File: config.mk
export PLATFORM = sky130hd
export DESIGN_NAME = keypad_scan_ctrl
export DESIGN_NICKNAME = d
export VERILOG_FILES = /design/src/rtl/keypad_scan_ctrl.sv
export SDC_FILE = /design/constraint.sdc
export NUM_CORES = 1
export LEC_CHECK = 0
export ABC_AREA = 0
export CAP_MARGIN = 20
export CORE_AREA = 2 2 111 113
export CTS_BUF_LIST = sky130_fd_sc_hd__clkbuf_8 sky130_fd_sc_hd__clkbuf_16
export DETAILED_ROUTE_END_ITERATION = 16
export DIE_AREA = 0 0 113 115
export PLACE_DENSITY = 0.62
export REMOVE_ABC_BUFFERS = 1
export SYNTH_ARGS = -nofsm -noshare
export SYNTH_HDL_FRONTEND = slang
export SYNTH_SLANG_ARGS = --single-unit
export TNS_END_PERCENT = 30
File: constraint.sdc
create_clock -name axi_aclk -period 11.63 [get_ports axi_aclk]
set_input_delay 3.489 -clock axi_aclk [delete_from_list [all_inputs] [get_ports axi_aclk]]
set_output_delay 3.489 -clock axi_aclk [all_outputs]
set_load 0.02 [all_outputs]
File: src/rtl/keypad_scan_ctrl.sv
// 4x4 matrix keypad scanner: column drive, row sync, frame debounce, key-code FIFO, level irq.
// Latency: push in FRAME cycle; key_valid/fifo_count next edge; irq one edge later.
// Backpressure: pops only when key_valid; a push into a full FIFO without a pop is dropped and sets overflow.
module keypad_scan_ctrl #(
  parameter int CLK_DIV         = 1000,
  parameter int DEBOUNCE_FRAMES = 4,
  parameter int FIFO_DEPTH      = 4
) (
  input  logic       axi_aclk,
  input  logic       axi_areset,
  input  logic       enable,
  input  logic       irq_en,
  input  logic       clear_ovf,
  input  logic [3:0] row_in,
  output logic [3:0] col_out,
  output logic [3:0] col_oe,
  output logic       key_valid,
  output logic [3:0] key_code,
  input  logic       key_ready,
  output logic [4:0] fifo_count,
  output logic       overflow,
  output logic       irq
);

  localparam int DW = $clog2(CLK_DIV);
  localparam int AW = $clog2(FIFO_DEPTH);

  typedef enum logic [1:0] {S_IDLE, S_SETTLE, S_SAMPLE, S_FRAME} state_t;

  state_t        r_state, w_state_nxt;
  logic [1:0]    r_col, w_col_nxt;
  logic [DW-1:0] r_div, w_div_nxt;
  logic [3:0]    r_row_s1, r_row_s2;
  logic [15:0]   r_mat;          // bit col*4+row: row sense latched for that column
  logic [7:0]    r_stable_cnt, w_stable_nxt;
  logic          r_reported;
  logic          r_prev_none;
  logic [3:0]    r_prev_code;
  logic          w_cand_none;
  logic [3:0]    w_cand_code;
  logic          w_same, w_key_change, w_rep_eff, w_eval, w_push;
  logic          w_pop, w_full, w_wr, w_drop;
  logic [3:0]    r_mem [FIFO_DEPTH];
  logic [AW-1:0] r_wr_ptr, r_rd_ptr;
  logic [4:0]    r_count;
  logic          r_ovf, r_irq;

  // Two-flop synchronizer for the asynchronous row lines
  always_ff @(posedge axi_aclk or posedge axi_areset) begin
    if (axi_areset) begin
      r_row_s1 <= '0;
      r_row_s2 <= '0;
    end else begin
      r_row_s1 <= row_in;
      r_row_s2 <= r_row_s1;
    end
  end

  // Scan FSM state, column index and settle counter
  always_ff @(posedge axi_aclk or posedge axi_areset) begin
    if (axi_areset) begin
      r_state <= S_IDLE;
      r_col   <= '0;
      r_div   <= '0;
    end else begin
      r_state <= w_state_nxt;
      r_col   <= w_col_nxt;
      r_div   <= w_div_nxt;
    end
  end

  // Scan FSM next state and column drive; enable low always parks in IDLE
  always_comb begin
    w_state_nxt = r_state;
    w_col_nxt   = r_col;
    w_div_nxt   = r_div;
    col_out     = '0;
    col_oe      = {4{r_state != S_IDLE}};
    if (r_state == S_SETTLE || r_state == S_SAMPLE) col_out = 4'b0001 << r_col;
    if (!enable) begin
      w_state_nxt = S_IDLE;
      w_col_nxt   = '0;
      w_div_nxt   = '0;
    end else begin
      case (r_state)
        S_IDLE: begin
          w_state_nxt = S_SETTLE;
          w_col_nxt   = '0;
          w_div_nxt   = '0;
        end
        S_SETTLE: begin
          if (r_div == DW'(CLK_DIV - 1)) begin
            w_state_nxt = S_SAMPLE;
            w_div_nxt   = '0;
          end else begin
            w_div_nxt = r_div + DW'(1);
          end
        end
        S_SAMPLE: begin
          if (r_col == 2'd3) begin
            w_state_nxt = S_FRAME;
          end else begin
            w_col_nxt   = r_col + 2'd1;
            w_state_nxt = S_SETTLE;
          end
        end
        S_FRAME: begin
          w_col_nxt   = '0;
          w_state_nxt = S_SETTLE;
        end
        default: w_state_nxt = S_IDLE;
      endcase
    end
  end

  // Latch the synchronized rows for the column being sampled
  always_ff @(posedge axi_aclk or posedge axi_areset) begin
    if (axi_areset) r_mat <= '0;
    else if (r_state == S_SAMPLE) r_mat[{r_col, 2'b00} +: 4] <= r_row_s2;
  end

  // Frame candidate (first pressed key, column-major) and debounce decisions
  always_comb begin
    w_cand_none = 1'b1;
    w_cand_code = '0;
    for (int c = 0; c < 4; c++) begin
      for (int r = 0; r < 4; r++) begin
        if (w_cand_none && r_mat[c*4+r]) begin
          w_cand_none = 1'b0;
          w_cand_code = 4'(r*4 + c);
        end
      end
    end
    w_same       = (w_cand_none == r_prev_none) && (w_cand_none || (w_cand_code == r_prev_code));
    w_stable_nxt = !w_same ? 8'd1 : ((r_stable_cnt == 8'hFF) ? 8'hFF : r_stable_cnt + 8'd1);
    // A jump straight to a different key re-arms reporting; bounces through NONE do not
    w_key_change = !w_same && !w_cand_none && !r_prev_none;
    w_rep_eff    = r_reported && !w_key_change;
    w_eval       = enable && (r_state == S_FRAME);
    w_push       = w_eval && !w_cand_none && !w_rep_eff && (w_stable_nxt == 8'(DEBOUNCE_FRAMES));
  end

  // Debounce state, updated once per frame and cleared while disabled
  always_ff @(posedge axi_aclk or posedge axi_areset) begin
    if (axi_areset) begin
      r_prev_none  <= 1'b1;
      r_prev_code  <= '0;
      r_stable_cnt <= '0;
      r_reported   <= 1'b0;
    end else if (!enable) begin
      r_prev_none  <= 1'b1;
      r_prev_code  <= '0;
      r_stable_cnt <= '0;
      r_reported   <= 1'b0;
    end else if (w_eval) begin
      r_prev_none  <= w_cand_none;
      r_prev_code  <= w_cand_code;
      r_stable_cnt <= w_stable_nxt;
      if (w_push) r_reported <= 1'b1;
      else if (w_cand_none && (w_stable_nxt == 8'(DEBOUNCE_FRAMES))) r_reported <= 1'b0;
      else r_reported <= w_rep_eff;
    end
  end

  assign w_pop  = key_ready && (r_count != 5'd0);
  assign w_full = (r_count == 5'(FIFO_DEPTH));
  assign w_wr   = w_push && (!w_full || w_pop);
  assign w_drop = w_push && w_full && !w_pop;

  // Key-code FIFO storage, pointers and occupancy
  always_ff @(posedge axi_aclk or posedge axi_areset) begin
    if (axi_areset) begin
      r_wr_ptr <= '0;
      r_rd_ptr <= '0;
      r_count  <= '0;
      for (int i = 0; i < FIFO_DEPTH; i++) r_mem[i] <= '0;
    end else begin
      if (w_wr) begin
        r_mem[r_wr_ptr] <= w_cand_code;
        r_wr_ptr        <= r_wr_ptr + AW'(1);
      end
      if (w_pop) r_rd_ptr <= r_rd_ptr + AW'(1);
      if (w_wr && !w_pop) r_count <= r_count + 5'd1;
      else if (!w_wr && w_pop) r_count <= r_count - 5'd1;
    end
  end

  // Sticky overflow (a new drop beats clear_ovf) and registered interrupt
  always_ff @(posedge axi_aclk or posedge axi_areset) begin
    if (axi_areset) begin
      r_ovf <= 1'b0;
      r_irq <= 1'b0;
    end else begin
      if (w_drop) r_ovf <= 1'b1;
      else if (clear_ovf) r_ovf <= 1'b0;
      r_irq <= irq_en && (r_count != 5'd0);
    end
  end

  assign key_valid  = (r_count != 5'd0);
  assign key_code   = r_mem[r_rd_ptr];
  assign fifo_count = r_count;
  assign overflow   = r_ovf;
  assign irq        = r_irq;

endmodule

==> metrics.cfg, run 1 <==
[run_status]
status = finished, violations left
violations = DRC

[cells_and_area]
syn2layout_area_growth_pct = 17.2
nNetsFinal = 486
antenna_cells = 0
drive_gt1_share_pct = 9.39

[setup_path]
cp-start-kind = primary input
endpoint_kind = flop
slowest_delay_ns = 0.68
cp_common_cell = ha_1
crit_chain = clkdlybuf4s50_1 -> nand3_1 -> nor4_4 -> ha_1 -> inv_1 -> ha_1 -> a21o_1 -> a21oi_1 -> xnor2_1 -> nor2_1 -> xor2_1
critical_path_class = in -> reg
crit_slowest_cell = clkdlybuf4s50_1
crit_required_ns = 11.85
arrival_ns = 6.11
crit_cells = 11
path_buf_inv = 2
reg2regPathDepth = 16
cp_top_family = buffers and inverters
cp_max_fo = 8

[clock_network]
htree_levels = 3
tritoncts = yes
cts_root_buf = clkbuf_16
clockBufferDepth = 2
cts_buffers = 9
clk_pin_slew_ns = 0.06
cts_resized = 0
cts_sinks = 79
cts_setup_buffers = 0
ctsHoldBuffers = 0
insertion_delay_ns = 0.34

[synth]
synth_top_area_share_pct = 45.5
synth_area_leaders = dfrtp_1 (45%), ha_1 (6.4%), nand2_1 (4.5%)
ys.flop_type = dfrtp_1
synth_cells = 421
avgSynthCellArea_um2 = 10.2
synth_edf_count = 0
ys_async_sr_fraction_pct = 100
synthesis.area_um2 = 4290
synth-seq-area-share_pct = 46.1
yosysWarnings = 0
synthTopCellsByCount = dfrtp_1 (78), nand2_1 (51), nor2_1 (32)
yosysMostFrequentCell = dfrtp_1
ys_seq_elements = 79
synth_top_area_cell = dfrtp_1
synth_cell_types = 55

[detailed_routing]
final_antenna_net_count = 0
routed_wl_mm = 8.58
drt_iter0_drc = 154
wl_met1_mm = 4.05
wl_met2_mm = 4.03
wl_per_cell_um = 14.2
routed.top_layer = met4
detail_route.first_pass.iterations = 10
route.met3.wl_um = 284
vias = 3154
route.detailed.drc = 1
via_per_inst = 5.21

[sta]
slew_headroom_pct = 31.6
fmax_mhz = 170
hold_viol_final = 0
timing.final.crit_share_pct = 50.7
worst_hold_slack_ns = 0.345
setup_violations = 0
rsz0062_at_grt = no
tightest_slew_ns = 1.03
timing.final.crit_period_ns = 5.89
setup-tns-final_ns = 0
fin_skew_ns = 0.00975
slew_violations = 0

[place]
dpl.hpwl_mm = 6.08
gp_congestion = 0.759
portBuffers = 29

[die]
die_x_um = 113
rows = 40
die_h_um = 115
coreArea_um2 = 11800
io_pins = 30
dieArea_um2 = 13000
initial_core_util_pct = 36.4

[global_routing]
grt-ovfl-total = 0
grt_pass1_vias = 3188
track_usage_pct = 14.3
grt_max_degree = 80
grt_first_pass_wirelength_mm = 15.0
antenna_found_initial = 0

[power_and_ir_drop]
power_density_nw_per_um2 = 187
ir_worst_vdd_mv = 0.142
leakage_nw = 2.17

[flow_run]
max-cap-violations = 0

[hold_path]
whs_path_depth = 0
worstHoldPathType = reg -> reg

## state kept, by name (all words and copies together), names as in the netlist, 4 cells and up
name / flops
r_mat: 16
r_mem: 16
r_div: 10
r_stable_cnt: 8
fifo_count: 5
r_prev_code: 4
r_row_s1: 4
r_row_s2: 4
## layer usage
layer	GRT usage, %	vias to the layer above
li1	-	1572
met1	18.5	1518
met2	22.9	53
met3	3.27	11
met4	6.91	0
met5	0	-
## power breakdown
group          internal [mW]  switching (mW)  total (mW)  leakage, nW
combinational          0.125           0.184       0.309        0.968
clock                  0.178           0.111       0.289        0.156
sequential             0.304          0.0406       0.345         1.05
## worst register-to-register path, stage by stage, from the launching register on
cell	delay (ns)
dfrtp_1	0.43
ha_1	0.27
and3_1	0.25
and3_1	0.25
or2_2	0.29
a21oi_1	0.40
nand2_1	0.09
a211o_1	0.29
nor4_4	0.34
ha_1	0.31
inv_1	0.12
ha_1	0.30
a21o_1	0.17
a21oi_1	0.17
xnor2_1	0.13
nor2_1	0.07
xor2_1	0.15
## cells in the final DEF (no fill, tap or decap), types with 6 or more instances in the layout
cell and n:
o21ai_0 24, a21oi_1 15, dfrtp_1 78, mux2_1 16, clkdlybuf4s50_1 29, nand3_1 16, ha_1 22, and3_1 9
nor2_1 32, o31ai_1 7, xor2_1 6, nand2_1 51, and2_1 6, clkbuf_16 9, nand4_1 7, nor3_1 6
nor4_1 6, xnor2_1 8, inv_1 19, nand2b_1 8
## worst paths after layout
kind	startpoint	slack (ns)	to
worst max register to register	r_stable_cnt[0]	7.50	fifo_count[4]
worst min register to register	r_row_s1[3]	0.35	r_row_s2[3]
worst min-delay path	r_row_s1[3]	0.35	r_row_s2[3]
worst max-delay path	enable	5.74	fifo_count[4]
max in group asynchronous	axi_areset	7.17	r_row_s1[3]
min in group asynchronous	axi_areset	3.76	r_mem[6]
## metrics by stage
step | setup slack, ns | util [%] | std cells | total power, mW | cell area, um2
3_3_place_gp | 5.51 | 40.0 | 589 | 0.650 | 4730
2_1_floorplan | 6.12 | - | 411 | 0.554 | 4240
5_1_grt | 5.50 | 42.6 | 605 | 1.00 | 5030
6_report | 5.74 | 42.6 | 605 | 0.942 | 5030
3_5_place_dp | 5.41 | 40.0 | 589 | 0.658 | 4730
4_1_cts | 5.77 | 42.6 | 605 | 0.953 | 5030
## area by class of cell
class	instances	area [um2]
Fill cell	1125	6780
Clock inverter	5	53.8
Timing Repair Buffer	31	305
Clock buffer	11	253
Tap cell	147	184
Sequential cell	79	1980
Inverter	22	82.6
Multi-Input combinational cell	310	2180
## cells by family (layout without fill, tap and decap cells)
kind of cell / Yosys count / count (layout) / share of synthesized area [%]
AND/OR/NAND/NOR: 167 / 167 / 20.8
XOR/XNOR: 14 / 14 / 2.86
buffers and inverters: 32 / 69 / 3.23
multiplexers: 24 / 24 / 7.34
AO/OA/AOI/OAI: 82 / 82 / 12.8
adder cells (fa/ha/maj): 23 / 23 / 6.88
flip-flops: 79 / 79 / 46.1
Note: power is estimated with default switching activity, not from simulation.
==> inputs of run 2 (changes only) <==
PLACE_DENSITY = 0.64   (was 0.62)
clock period = 5.04 ns   (was 11.63 ns; I/O delays follow)
==> metrics.cfg, run 2 (synthesis gave the netlist of run 1 again) <==
[cells_and_area]
drive_gt1_share_pct = 9.96
final_cell_mix = dfrtp_1 (78), nand2_1 (51), nor2_1 (32), clkdlybuf4s50_1 (29), o21ai_0 (24)
nNetsFinal = 490
fill_cells = 1116
layout_commonest_cell = dfrtp_1
postLayoutCellArea_um2 = 5090
largestRegisters = r_mat: 16 flops, r_mem: 16 flops, r_div: 10 flops
antenna_cells = 0
final_cells = 609
syn2layout_area_growth_pct = 18.6

[sta]
fin_skew_ns = 0.00735
timing.final.crit_period_ns = 4.01
fmax_mhz = 250
setup_violations = 0
slew_headroom_pct = 52.2
rsz0062_at_grt = no
setup-tns-final_ns = 0
timing.final.crit_share_pct = 79.5
slew_violations = 0
tightest_slew_ns = 0.715
hold_viol_final = 0
layout_setup_ws_ns = 1.03

[detailed_routing]
routed_wl_mm = 8.57
drt_iter0_drc = 143
via_per_inst = 5.22
vias = 3181
routed.top_layer = met4
detail_route.first_pass.iterations = 10
wl_met1_mm = 4.09
final_antenna_net_count = 0
wl_per_cell_um = 14.1
wl_met2_mm = 4.04
route.detailed.drc = 3
route.met3.wl_um = 319

[die]
coreArea_um2 = 11800
initial_core_util_pct = 36.4
io_pins = 30
dieArea_um2 = 13000
rows = 40
die_x_um = 113
die_h_um = 115

[clock_network]
clockBufferDepth = 2
insertion_delay_ns = 0.34
ctsHoldBuffers = 0
cts_resized = 0
cts_buffers = 9
cts_setup_buffers = 0
htree_levels = 3
cts_sinks = 79
cts_root_buf = clkbuf_16
tritoncts = yes
clk_pin_slew_ns = 0.06

[setup_path]
r2r-start = r_stable_cnt[0]
timing.rr.end = fifo_count[4]
reg2regPathDepth = 16
rrSetupSlack_ns = 1.03
cp-start-kind = flop
endpoint_kind = flop
cp_max_fo = 5
crit_required_ns = 5.26
arrival_ns = 4.23
critical_path_class = reg -> reg

[power_and_ir_drop]
leakage_nw = 2.20
p_total_mw = 2.21
power_density_nw_per_um2 = 434
ir_worst_vdd_mv = 0.298

[global_routing]
track_usage_pct = 14.4
antenna_found_initial = 0
grt_pass1_vias = 3194
grt_first_pass_wirelength_mm = 15.0
grt_max_degree = 49
grt-ovfl-total = 0

[run_status]
violations = DRC
status = finished, violations left

[place]
portBuffers = 29
placed_cells = 592
gp_congestion = 0.803
dpl.hpwl_mm = 6.28
place_area_um2 = 4750
place_worst_setup_slack_ns = 0.876

[hold_path]
whs_path_depth = 0
min_from = r_row_s1[2]
min_to = r_row_s2[2]
worstHoldPathType = reg -> reg

[flow_run]
max-cap-violations = 0

-- run 2: worst max-delay path by stage --
| stage | slack [ns] | start | to |
|---|---|---|---|
| 2_1_floorplan | 1.40 | r_stable_cnt[0] | fifo_count[4] |
| 3_3_place_gp | 0.95 | key_ready | fifo_count[4] |
| 4_1_cts | 1.02 | r_stable_cnt[0] | fifo_count[4] |
| 6_report | 1.03 | r_stable_cnt[0] | fifo_count[4] |
| 3_5_place_dp | 0.88 | key_ready | fifo_count[4] |
| 5_1_grt | 0.65 | r_stable_cnt[0] | fifo_count[4] |
-- run 2: layer usage --
layer  vias up  global-route usage [%]
met1      1541                    18.7
met2        51                    23.3
met5         -                       0
met3        12                    4.11
met4         0                    4.96
li1       1577                       -
-- run 2: area by class of cell --
cell class	count	area (um2)	area share, %
clock inverter	6	85.1	1.67
timing repair buffer	35	348	6.83
tap	147	184	3.61
multi-input combinational	310	2180	42.7
clock buffer	10	239	4.69
inverter	22	82.6	1.62
sequential	79	1980	38.8
-- run 2: stage by stage --
stage / util, % / hold slack (ns)
6_report: 43.1 / 0.351
5_1_grt: 43.1 / 0.358
4_1_cts: 43.0 / 0.353
3_5_place_dp: 40.2 / 0.339
3_3_place_gp: 40.2 / 0.335
2_1_floorplan: - / 0.331
-- run 2: power breakdown --
part | switching, mW | internal (mW)
registers | 0.0940 | 0.702
clock network | 0.253 | 0.445
logic | 0.421 | 0.294
total | 0.769 | 1.44
-- run 2: worst max-delay path: stages (launching register included) --
cell and delay (ns):
dfrtp_1 0.42, ha_1 0.26, and3_1 0.24, and3_1 0.24
or2_2 0.28, a21oi_1 0.35, nand2_1 0.09, a211o_1 0.28
nor4_4 0.32, ha_1 0.30, inv_1 0.13, ha_1 0.32
a21o_1 0.17, a21oi_1 0.17, xnor2_1 0.14, nor2_1 0.06
xor2_1 0.14
==> inputs of run 3 (changes only) <==
PLACE_DENSITY = 0.62   (was 0.64)
clock period = 4 ns   (was 5.04 ns; I/O delays follow)
==> metrics.cfg, run 3 (synthesis gave the netlist of run 1 again) <==
[run_status]
status = finished, violations left
violations = DRC

[setup_path]
cp-start-kind = flop
endpoint_kind = flop
cp_top_family = compound AO/OA/AOI/OAI gates
path_buf_inv = 1
cp_max_fo = 4
slowest_delay_ns = 0.44
arrival_ns = 4.00
crit_chain = nor4_4 -> nand3b_2 -> a211o_1 -> a31oi_2 -> o2111ai_2 -> a211o_1 -> nor4_4 -> ha_2 -> inv_1 -> ha_1 -> a21o_1 -> a21oi_1 -> xnor2_1 -> nor2_1 -> xor2_1
r2r-start = r_mat[0]
crit_slowest_cell = dfrtp_1
critical_path_class = reg -> reg
crit_start = r_mat[0]
crit_required_ns = 4.21

[place]
gp_congestion = 0.861
placed_cells = 597
place_area_um2 = 4800
portBuffers = 29
place_worst_setup_slack_ns = 0.135
dpl.hpwl_mm = 6.50

[cells_and_area]
layout_commonest_cell = dfrtp_1
final_cell_mix = dfrtp_1 (78), nand2_1 (51), nor2_1 (32), clkdlybuf4s50_1 (29), o21ai_0 (24)
nNetsFinal = 494
regArea_um2 = 1980
syn2layout_area_growth_pct = 18.4
largestRegisters = r_mat: 16 flops, r_mem: 16 flops, r_div: 10 flops
multi_input_area_um2 = 2190
fill_cells = 1147
postLayoutCellArea_um2 = 5080
antenna_cells = 0
final_cells = 613
drive_gt1_share_pct = 11.2

[global_routing]
grt_max_degree = 80
track_usage_pct = 15.0
grt-ovfl-total = 0
antenna_found_initial = 0
grt_pass1_vias = 3194
grt_first_pass_wirelength_mm = 15.5

[detailed_routing]
final_antenna_net_count = 0
vias = 3213
drt_iter0_drc = 185
wl_per_cell_um = 14.5
route.detailed.drc = 1
via_per_inst = 5.24
detail_route.first_pass.iterations = 10
routed_wl_mm = 8.88

[power_and_ir_drop]
power_density_nw_per_um2 = 524
leakage_nw = 2.20
ir_worst_vdd_mv = 0.499

[sta]
hold_viol_final = 0
fin_skew_ns = 0.00554
slew_violations = 0
timing.final.crit_share_pct = 94.6
slew_headroom_pct = 45.5
rsz0062_at_grt = no
setup-tns-final_ns = 0
timing.final.crit_period_ns = 3.78
tightest_slew_ns = 0.812
setup_violations = 0
layout_setup_ws_ns = 0.217
fmax_mhz = 264
worst_hold_slack_ns = 0.348

[die]
coreArea_um2 = 11800
initial_core_util_pct = 36.4
die_h_um = 115
rows = 40
io_pins = 30
die_x_um = 113
dieArea_um2 = 13000

[clock_network]
cts_setup_buffers = 0
tritoncts = yes
cts_buffers = 9
cts_root_buf = clkbuf_16
clockBufferDepth = 2
insertion_delay_ns = 0.33
cts_sinks = 79
htree_levels = 3
clk_pin_slew_ns = 0.06

[flow_run]
max-cap-violations = 0

[hold_path]
worstHoldPathType = reg -> reg
min_from = r_row_s1[1]

[run 3: path summary, 6_finish.rpt]
check,to,slack (ns),cells after the start
worst max-delay path,fifo_count[4],0.22,15
worst min-delay path,r_row_s2[1],0.35,0
worst max register to register,fifo_count[4],0.22,15
worst min register to register,r_row_s2[1],0.35,0
max in group asynchronous,r_prev_none,2.38,3
min in group asynchronous,r_mem[6],1.29,3
[run 3: layer usage]
layer	GRT usage, %	wire length [um]
met5	0	0
met2	24.3	4330
met3	2.64	266
met4	7.48	233
met1	19.5	4050
[run 3: worst reg2reg max path, cell delays in order (launching register included)]
cell       delay [ns]
dfrtp_1          0.44
nor4_4           0.34
nand3b_2         0.14
a211o_1          0.30
a31oi_2          0.20
o2111ai_2        0.21
a211o_1          0.41
nor4_4           0.25
ha_2             0.27
inv_1            0.11
ha_1             0.31
a21o_1           0.16
a21oi_1          0.17
xnor2_1          0.14
nor2_1           0.07
xor2_1           0.14
[run 3: area by class of cell]
type	count	share of cell area, %
multi-input combinational	310	43.2
sequential	79	38.9
timing repair buffer	39	7.43
clock buffer	9	4.43
tap	147	3.62
inverter	22	1.62
clock inverter	7	0.812
[run 3: repair_timing]
item	CTS	global route
hold buffers	0	0
gates resized for setup	0	3
endpoints found under the setup margin	0	1
endpoints found under the hold margin	0	0
[run 3: metrics by stage]
step                power, mW  util (%)
finish                   2.67      43.0
global route             2.85      43.0
CTS                      2.69      42.9
detailed placement       1.95      40.6
global placement         1.92      40.6
floorplan                1.61         -
[run 3: where the power goes]
group	internal (mW)	leakage (nW)	switching [mW]	total, mW
registers	0.885	1.05	0.121	1.01
logic	0.390	1.02	0.539	0.929
clock network	0.414	0.128	0.317	0.731
